===== src/rtl/dp_ram_arbiter_rr_pick.sv =====
// Round-robin picker: first set bit of req_i scanning from ptr_i
// upwards with wrap at N, reported as onehot, index and any-flag.
module rr_pick #(
    parameter int N = 4
) (
    input  logic [N-1:0]         req_i,
    input  logic [$clog2(N)-1:0] ptr_i,
    output logic [N-1:0]         gnt_o,
    output logic [$clog2(N)-1:0] idx_o,
    output logic                 any_o
);

    localparam int W = $clog2(N);

    int         s;
    logic [W-1:0] j;
    logic       found;

    always_comb begin
        gnt_o = '0;
        idx_o = '0;
        found = 1'b0;
        s     = 0;
        j     = '0;
        for (int k = 0; k < N; k++) begin
            s = int'(ptr_i) + k;
            if (s >= N) begin
                s = s - N;
            end
            j = W'(s);
            if (!found && req_i[j]) begin
                found    = 1'b1;
                gnt_o[j] = 1'b1;
                idx_o    = j;
            end
        end
        any_o = found;
    end

endmodule


===== src/rtl/dp_ram_arbiter.sv =====
// Shares both ports of a dual-port RAM among N_REQ requesters,
// granting up to two requests per cycle in round-robin order.
module dp_ram_arbiter #(
    parameter int D_WIDTH = 32,
    parameter int A_WIDTH = 12,
    parameter int N_REQ   = 4
) (
    input  logic                     clk,
    input  logic                     rst_n,
    input  logic [N_REQ-1:0]         req_valid,
    input  logic [N_REQ-1:0]         req_wr,
    input  logic [N_REQ*A_WIDTH-1:0] req_addr,
    input  logic [N_REQ*D_WIDTH-1:0] req_wdata,
    output logic [N_REQ-1:0]         req_ready,
    output logic [N_REQ-1:0]         rsp_valid,
    output logic [N_REQ*D_WIDTH-1:0] rsp_rdata,
    output logic [A_WIDTH-1:0]       ram_addr_a,
    output logic [D_WIDTH-1:0]       ram_wdata_a,
    output logic                     ram_wr_a,
    input  logic [D_WIDTH-1:0]       ram_rdata_a,
    output logic [A_WIDTH-1:0]       ram_addr_b,
    output logic [D_WIDTH-1:0]       ram_wdata_b,
    output logic                     ram_wr_b,
    input  logic [D_WIDTH-1:0]       ram_rdata_b
);

    localparam int RR_W = $clog2(N_REQ);
    localparam logic [RR_W-1:0] LAST = RR_W'(N_REQ - 1);

    function automatic logic [RR_W-1:0] wrap_inc(
        input logic [RR_W-1:0] v
    );
        return (v == LAST) ? '0 : v + 1'b1;
    endfunction

    logic [A_WIDTH-1:0] addr_s  [N_REQ];
    logic [D_WIDTH-1:0] wdata_s [N_REQ];

    for (genvar g = 0; g < N_REQ; g++) begin : g_slice
        assign addr_s[g]  = req_addr[g*A_WIDTH +: A_WIDTH];
        assign wdata_s[g] = req_wdata[g*D_WIDTH +: D_WIDTH];
    end

    logic [RR_W-1:0]  rr_ptr_q, rr_ptr_d;
    logic [N_REQ-1:0] gnt_a_oh, gnt_b_oh;
    logic [RR_W-1:0]  idx_a, idx_b;
    logic             any_a, any_b;

    rr_pick #(.N(N_REQ)) u_pick_a (
        .req_i (req_valid),
        .ptr_i (rr_ptr_q),
        .gnt_o (gnt_a_oh),
        .idx_o (idx_a),
        .any_o (any_a)
    );

    // Port B picks the next valid requester after port A's choice.
    rr_pick #(.N(N_REQ)) u_pick_b (
        .req_i (req_valid & ~gnt_a_oh),
        .ptr_i (rr_ptr_q),
        .gnt_o (gnt_b_oh),
        .idx_o (idx_b),
        .any_o (any_b)
    );

    logic [A_WIDTH-1:0] addr_a, addr_b;
    logic [D_WIDTH-1:0] wdata_a, wdata_b;
    logic               wr_a, wr_b;
    logic               conflict;
    logic               use_a, use_b;

    assign addr_a  = addr_s[idx_a];
    assign addr_b  = addr_s[idx_b];
    assign wdata_a = wdata_s[idx_a];
    assign wdata_b = wdata_s[idx_b];
    assign wr_a    = req_wr[idx_a];
    assign wr_b    = req_wr[idx_b];

    // Same-address access with any write keeps only port A.
    assign conflict = any_a && any_b && (addr_a == addr_b)
                    && (wr_a || wr_b);

    assign use_a = rst_n && any_a;
    assign use_b = rst_n && any_b && !conflict;

    assign req_ready = ({N_REQ{use_a}} & gnt_a_oh)
                     | ({N_REQ{use_b}} & gnt_b_oh);

    assign ram_addr_a  = use_a ? addr_a  : '0;
    assign ram_wdata_a = use_a ? wdata_a : '0;
    assign ram_wr_a    = use_a && wr_a;
    assign ram_addr_b  = use_b ? addr_b  : '0;
    assign ram_wdata_b = use_b ? wdata_b : '0;
    assign ram_wr_b    = use_b && wr_b;

    always_comb begin
        rr_ptr_d = rr_ptr_q;
        if (use_b) begin
            rr_ptr_d = wrap_inc(idx_b);
        end else if (use_a) begin
            rr_ptr_d = wrap_inc(idx_a);
        end
    end

    logic            rd_vld_a_q, rd_vld_a_d;
    logic            rd_vld_b_q, rd_vld_b_d;
    logic [RR_W-1:0] rd_idx_a_q, rd_idx_b_q;

    assign rd_vld_a_d = use_a && !wr_a;
    assign rd_vld_b_d = use_b && !wr_b;

    always_ff @(posedge clk) begin
        if (!rst_n) begin
            rr_ptr_q   <= '0;
            rd_vld_a_q <= 1'b0;
            rd_vld_b_q <= 1'b0;
            rd_idx_a_q <= '0;
            rd_idx_b_q <= '0;
        end else begin
            rr_ptr_q   <= rr_ptr_d;
            rd_vld_a_q <= rd_vld_a_d;
            rd_vld_b_q <= rd_vld_b_d;
            rd_idx_a_q <= idx_a;
            rd_idx_b_q <= idx_b;
        end
    end

    logic hit_a, hit_b;

    always_comb begin
        rsp_valid = '0;
        rsp_rdata = '0;
        hit_a     = 1'b0;
        hit_b     = 1'b0;
        for (int i = 0; i < N_REQ; i++) begin
            hit_a = rst_n && rd_vld_a_q && (rd_idx_a_q == RR_W'(i));
            hit_b = rst_n && rd_vld_b_q && (rd_idx_b_q == RR_W'(i));
            if (hit_a) begin
                rsp_valid[i] = 1'b1;
                rsp_rdata[i*D_WIDTH +: D_WIDTH] = ram_rdata_a;
            end else if (hit_b) begin
                rsp_valid[i] = 1'b1;
                rsp_rdata[i*D_WIDTH +: D_WIDTH] = ram_rdata_b;
            end
        end
    end

endmodule


===== config.mk =====
export PLATFORM = sky130hd
export DESIGN_NAME = dp_ram_arbiter
export DESIGN_NICKNAME = d
export VERILOG_FILES = /design/src/rtl/dp_ram_arbiter_rr_pick.sv /design/src/rtl/dp_ram_arbiter.sv
export SDC_FILE = /design/constraint.sdc
export NUM_CORES = 1
export LEC_CHECK = 0
export BUFFER_PORTS_ARGS = -buffer_cell sky130_fd_sc_hd__buf_2
export CAP_MARGIN = 25
export CORE_AREA = 2 2 184 186
export CTS_CLUSTER_DIAMETER = 40
export DETAILED_ROUTE_END_ITERATION = 10
export DIE_AREA = 0 0 186 188
export SETUP_SLACK_MARGIN = 0.05
export SYNTH_ARGS = -nofsm -noshare
export SYNTH_HDL_FRONTEND = slang
export SYNTH_SLANG_ARGS = --single-unit

===== constraint.sdc =====
create_clock -name clk -period 17.3 [get_ports clk]
set_clock_uncertainty 0.15 [all_clocks]
set_input_delay 3.46 -clock clk [delete_from_list [all_inputs] [get_ports clk]]
set_output_delay 3.46 -clock clk [all_outputs]
set_load 0.005 [all_outputs]

==> out/metrics.yaml, run 1 <==
sta:
  setup_violations: 0
  tns_ns: 0
  slew_violations: 0
  grt_setup_unrepaired: "no"
  hold_viol: 0
  finalCritPeriodShare_pct: 73.8
  layout_min_cycle_time_ns: 12.77
  relSlewSlack_pct: 41.5
  fmax_mhz: 78.3
  fin_hold_ws_ns: 0.863
  setup_slack_ns: 4.53
  tightest_slew_ns: 0.877
setup_path:
  crit_type: "in -> out"
  r2r_cells: 19
  crit_buf_inv: 5
  ff2ff_setup_slack_ns: 10.16
  crit_slowest_cell: "mux4_2"
  worstPathMaxFanout: 37
  critPathMaxStageDelay_ns: 0.62
  cp-end-kind: "output port"
  cp-start-kind: "input port"
  crit_family: "compound AO/OA/AOI/OAI gates"
  crit_path_start: "req_valid[0]"
  arrival_ns: 9.16
  regToRegEndpoint: "rr_ptr_q[1]$_SDFFE_PN0P_"
  cp_data_required_time_ns: 13.69
  crit_path_cell_trace: "buf_2, mux4_2, a31o_1, a221oi_2, o21ai_1, mux4_2, a2111o_1, a21o_2, buf_4, inv_2, mux2i_1, mux2i_1, xor2_1, nor4_2, a31o_2, buf_4, nor3_1, buf_2"
status:
  status: "finished clean"
final_layout:
  final_common_cell: "buf_2"
  final_cell_mix: "buf_2 (475), nand2_1 (203), a22o_1 (130)"
  fillCellCount: 3690
  drive_above_1_share_pct: 41.4
  fin_area_mm2: 0.00984
  nets: 1727
  synthToLayoutAreaGrowth_pct: 39.9
floorplan:
  rows: 67
  die_y_um: 188
  ios: 476
  dieArea_mm2: 0.0350
  start_util_pct: 21.2
  die_x_um: 186
  core_mm2: 0.0331
placed_design:
  port_buffers: 475
  pre_cts_ws_ns: 4.62
  place_congestion: 0.938
  dpl_cell_area_mm2: 0.00973
  dp_hpwl_mm: 31.4
grt:
  antenna_found_initial: 3
  grt_pass1_wl_mm: 56.8
  track_usage_pct: 20.8
  grt_pass1_vias: 9649
  grt_max_degree: 74
  gr-total-overflow: 0
clock_network:
  cts_buffers: 3
  post_cts_buffers: 0
  clk_pin_slew_ns: 0.04
  clockBufferDepth: 2
  clock_latency_ns: 0.23
  cts-root-buf: "clkbuf_16"
  cts_max_level: 1
  ctsHoldBuffers: 0
  clock-sinks: 8
  post_cts_resized: 0
  cts_tree: "done"
logic_synthesis:
  synth_ff_type: "dfxtp_1"
  synth_area_leaders: "a22o_1 (16%), nand2_1 (11%), mux2i_1 (9.8%)"
  ys_ff_latch: 8
  synthesis.nets: 1331
  synth_area_mm2: 0.00704
  syn_avg_cell_area_um2: 6.56
  synth_top_cell_by_area: "a22o_1"
  synth_warnings: 0
  synth-edff-count: 0
  syn-instance-count: 1073
  seq_area_frac_synth_pct: 2.28
  synthArstFlopShare_pct: 0
  yosysTopAreaCellShare_pct: 16.2
  synth.distinct_cells: 77
worst_hold_path:
  hold_path_depth: 5
  min_to: "rr_ptr_q[1]$_SDFFE_PN0P_"
  min_from: "rr_ptr_q[1]$_SDFFE_PN0P_"
  hp-class: "reg -> reg"
power_and_ir_drop:
  p_per_area_mw_per_mm2: 209
  p_leak_nw: 4.98
  vdd_drop_max_uv: 172
  totalPowerFinal_mw: 2.06
detailed_routing:
  wl_mm: 39.7
  vias: 10400
  antenna_left: 0
  drc: 0
  drtPass1Iterations: 6
  dr.first_iter.drc_count: 745
  via_per_inst: 5.45
  wl_per_cell_um: 20.7
flow_run:
  max_cap_violations: 0
==> Yosys cell counts, drive strengths merged (7+ instances only) <==
master and n:
nand2 203, a22o 130, a21oi 91, nor2 74, clkbuf 70, mux2i 69, nor3 50, mux2 49
buf 39, o21ai 39, a211oi 36, nand3 16, o211ai 14, inv 13, o22ai 13, o21a 12
a22oi 11, and2 10, a31oi 9, and3 9, dfxtp 8, ha 8, a221oi 7, a31o 7
mux4 7, xor2 7
==> worst register-to-register path, delay by kind of cell, from the launching register on <==
family                   cells  cell delay (ns)
XOR/XNOR                     1             0.21
multiplexers                 5             1.76
AND/OR/NAND/NOR              1             0.24
buffers and inverters        5             1.61
AO/OA/AOI/OAI                6             2.02
adder cells (fa/ha/maj)      1             0.75
flip-flops                   1             0.30
==> cell families after synthesis <==
family | count (synthesis) | share of synthesized area (%)
mux | 125 | 19.9
xor+xnor | 11 | 1.37
simple gates | 394 | 25.4
buf+inv | 122 | 7.38
fa+ha+maj | 8 | 1.42
compound gates | 405 | 42.2
flops | 8 | 2.28
==> layer usage <==
metal | vias up | part of all wire [%] | GRT usage, %
li1 | 4852 | - | -
met1 | 4909 | 40 | 26.0
met2 | 601 | 48 | 36.8
met3 | 74 | 8.2 | 3.20
met4 | 4 | 3.0 | 5.84
met5 | - | 0.055 | 0
==> metrics by stage <==
step	utilization, %	std cells
finish	29.7	1916
global route	29.7	1916
CTS	29.6	1913
detailed placement	29.4	1910
global placement	29.4	1910
floorplan	-	1073
==> worst max-delay path by stage <==
stage	endpoint	slack, ns	depth (start not counted)
after global routing	ram_wdata_b[23]	4.20	18
after floorplan	ram_wdata_b[10]	6.17	17
after detailed placement	ram_wdata_b[10]	4.62	18
final	ram_wdata_b[13]	4.53	18
after global placement	ram_wdata_b[19]	4.75	17
after CTS	ram_wdata_b[10]	4.58	18
==> power by group <==
| group | internal [mW] | switching [mW] | total (mW) |
|---|---|---|---|
| sequential | 0.0262 | 0.00552 | 0.0317 |
| combinational | 0.752 | 1.24 | 1.99 |
| clock | 0.0298 | 0.00881 | 0.0386 |
| total | 0.808 | 1.25 | 2.06 |
==> cell type report <==
type                            count  area, µm²  area share (%)
Multi-Input combinational cell    943       6410            65.2
Timing Repair Buffer              500       2580            26.2
Tap cell                          448        561            5.70
Sequential cell                     8        160            1.63
Clock buffer                        3       75.1           0.763
Inverter                           13       51.3           0.521
Antenna cell                        1       2.50          0.0254
No activity file was read; power rests on OpenSTA's default activity.
==> run 2: changes to the inputs <==
clock period = 12.9 ns   (was 17.3 ns; I/O delays follow)
==> out/metrics.yaml, run 2 (synthesized netlist as in run 1, its figures left out) <==
sta:
  tightest_slew_ns: 1.05  # +0.172 ns
  slew_violations: 0  # unchanged
  grt_setup_unrepaired: "no"
  setup_violations: 0  # unchanged
  tns_ns: 0  # unchanged
  relSlewSlack_pct: 30.0  # -11 points
  fmax_mhz: 94.2
  hold_viol: 0  # unchanged
  setup_slack_ns: 2.28  # -2.25 ns
  layout_min_cycle_time_ns: 10.62
  finalCritPeriodShare_pct: 82.3
flow_run:
  max_cap_violations: 0  # unchanged
placed_design:
  place_inst: 1907  # -0.16%
  pre_cts_ws_ns: 2.35  # -2.27 ns
  port_buffers: 475  # unchanged
  dpl_cell_area_mm2: 0.00971  # -0.23%
  dp_hpwl_mm: 31.1  # -1.0%
  place_congestion: 0.948  # +1.2%
power_and_ir_drop:
  seq_power_share_pct: 1.8  # +0.3 points
  intPower_mw: 1.08  # +34%
  p_clk_share_pct: 1.9  # about the same
  p_per_area_mw_per_mm2: 280  # +34%
  p_leak_nw: 4.97  # -0.29%
  p_comb_share_pct: 96.3  # -0.3 points
  switching_share_pct: 60.6  # -0.15 points
  p_switching_mw: 1.66  # +33%
  vdd_drop_max_uv: 218  # +27%
clock_network:
  ctsHoldBuffers: 0  # unchanged
  clock_latency_ns: 0.23  # about the same
  clk_pin_slew_ns: 0.04  # about the same
  cts_max_level: 1  # unchanged
  post_cts_resized: 0  # unchanged
  cts_buffers: 3  # unchanged
  cts_tree: "done"
  clockBufferDepth: 2  # unchanged
  clock-sinks: 8  # unchanged
  cts-root-buf: "clkbuf_16"
  post_cts_buffers: 0  # unchanged
grt:
  grt_pass1_vias: 9881  # +2.4%
  grt_pass1_wl_mm: 57.2  # +0.76%
  track_usage_pct: 20.8  # about the same
  gr-total-overflow: 0  # unchanged
  antenna_found_initial: 0  # -3
  grt_max_degree: 85  # +15%
detailed_routing:
  vias: 10500  # +0.80%
  wl_mm: 39.3  # -0.87%
  wl_per_cell_um: 20.6  # -0.66%
  antenna_left: 0  # unchanged
  dr.first_iter.drc_count: 790  # +6.0%
  via_per_inst: 5.50  # +1.0%
  drc: 0  # unchanged
  drtPass1Iterations: 6  # unchanged
setup_path:
  cp-start-kind: "input port"
  crit_type: "in -> out"
  regToRegEndpoint: "rd_vld_b_q$_SDFF_PN0_"
  ff2ff_setup_slack_ns: 6.04  # -4.12 ns
  cp-end-kind: "output port"
  cp_data_required_time_ns: 10.17  # -3.52 ns
  worstPathMaxFanout: 38  # +2.7%
  r2r_cells: 18  # -1
  arrival_ns: 7.89  # -1.27 ns
floorplan:
  die_x_um: 186  # unchanged
  core_mm2: 0.0331  # unchanged
  ios: 476  # unchanged
  dieArea_mm2: 0.0350  # unchanged
  start_util_pct: 21.2  # unchanged
  rows: 67  # unchanged
  die_y_um: 188  # unchanged
final_layout:
  fillCellCount: 3698  # +0.22%
  synthToLayoutAreaGrowth_pct: 39.5
  drive_above_1_share_pct: 41.3  # -0.12 points
  postLayoutCoreUtil_pct: 29.6  # -0.076 points
  fin_area_mm2: 0.00981  # -0.25%
  multi_input_area_mm2: 0.00641  # unchanged
  final_common_cell: "buf_2"
  fin_cells: 1912  # -0.21%
  seq_area_um2: 160  # unchanged
  nets: 1724  # -0.17%
  diodes: 0  # -1
  final_cell_mix: "buf_2 (475), nand2_1 (203), a22o_1 (130)"
status:
  status: "finished clean"
worst_hold_path:
  hold_path_depth: 5  # unchanged
  hp-class: "reg -> reg"
==> run 2: cell count changes in the layout (fill, tap and decap cells not counted), sizes merged <==
cell / delta
buf: -3
diode: -1
==> run 2: power by group through the flow <==
stage | clock [mW] | sequential [mW] | combinational [mW]
3_5_place_dp | 0 | 0.0501 | 2.61
6_report | 0.0522 | 0.0499 | 2.64
5_1_grt | 0.0552 | 0.0516 | 2.89
2_1_floorplan | 0 | 0.0437 | 1.88
3_3_place_gp | 0 | 0.0498 | 2.59
4_1_cts | 0.0535 | 0.0497 | 2.62
==> run 2: cell type report <==
| class | instances | share of cell area [%] |
|---|---|---|
| Multi-Input combinational cell | 943 | 65.3 |
| Timing Repair Buffer | 497 | 26.0 |
| Tap cell | 448 | 5.71 |
| Sequential cell | 8 | 1.63 |
| Clock buffer | 3 | 0.765 |
| Inverter | 13 | 0.523 |
==> run 2: stage by stage <==
stage	power, mW	hold slack (ns)
finish	2.74	0.929
global route	3.00	1.04
CTS	2.72	0.941
detailed placement	2.66	0.934
global placement	2.64	0.918
floorplan	1.93	0.626
==> run 2: worst max path at each step <==
stage,start,slack (ns),depth (start not counted),endpoint
3_5_place_dp,req_valid[0],2.35,17,ram_wdata_b[16]
5_1_grt,req_valid[0],2.00,17,ram_wdata_b[15]
6_report,req_valid[0],2.28,17,ram_wdata_b[16]
3_3_place_gp,req_valid[0],2.53,16,ram_wdata_b[29]
4_1_cts,req_valid[0],2.32,17,ram_wdata_b[27]
2_1_floorplan,req_valid[0],3.53,17,ram_wdata_b[10]
==> run 2: layer usage <==
layer / wire length, µm / GRT usage, % / part of all wire [%]
met2: 18700 / 36.4 / 47
met3: 3340 / 3.44 / 8.5
met1: 15900 / 25.7 / 40
met4: 1400 / 6.78 / 3.5
met5: 0 / 0 / 0
==> run 2: critical path: stages <==
cell and delay, ns:
buf_2 0.21, mux4_2 0.58, a31o_1 0.23, a221oi_2 0.32
o211ai_1 0.26, mux4_2 0.64, a2111o_1 0.37, a21o_2 0.27
inv_2 0.40, mux2i_1 0.25, mux2i_1 0.12, xor2_1 0.16
nor4_2 0.35, a31o_2 0.35, buf_4 0.49, nor3_1 0.11
buf_2 0.15
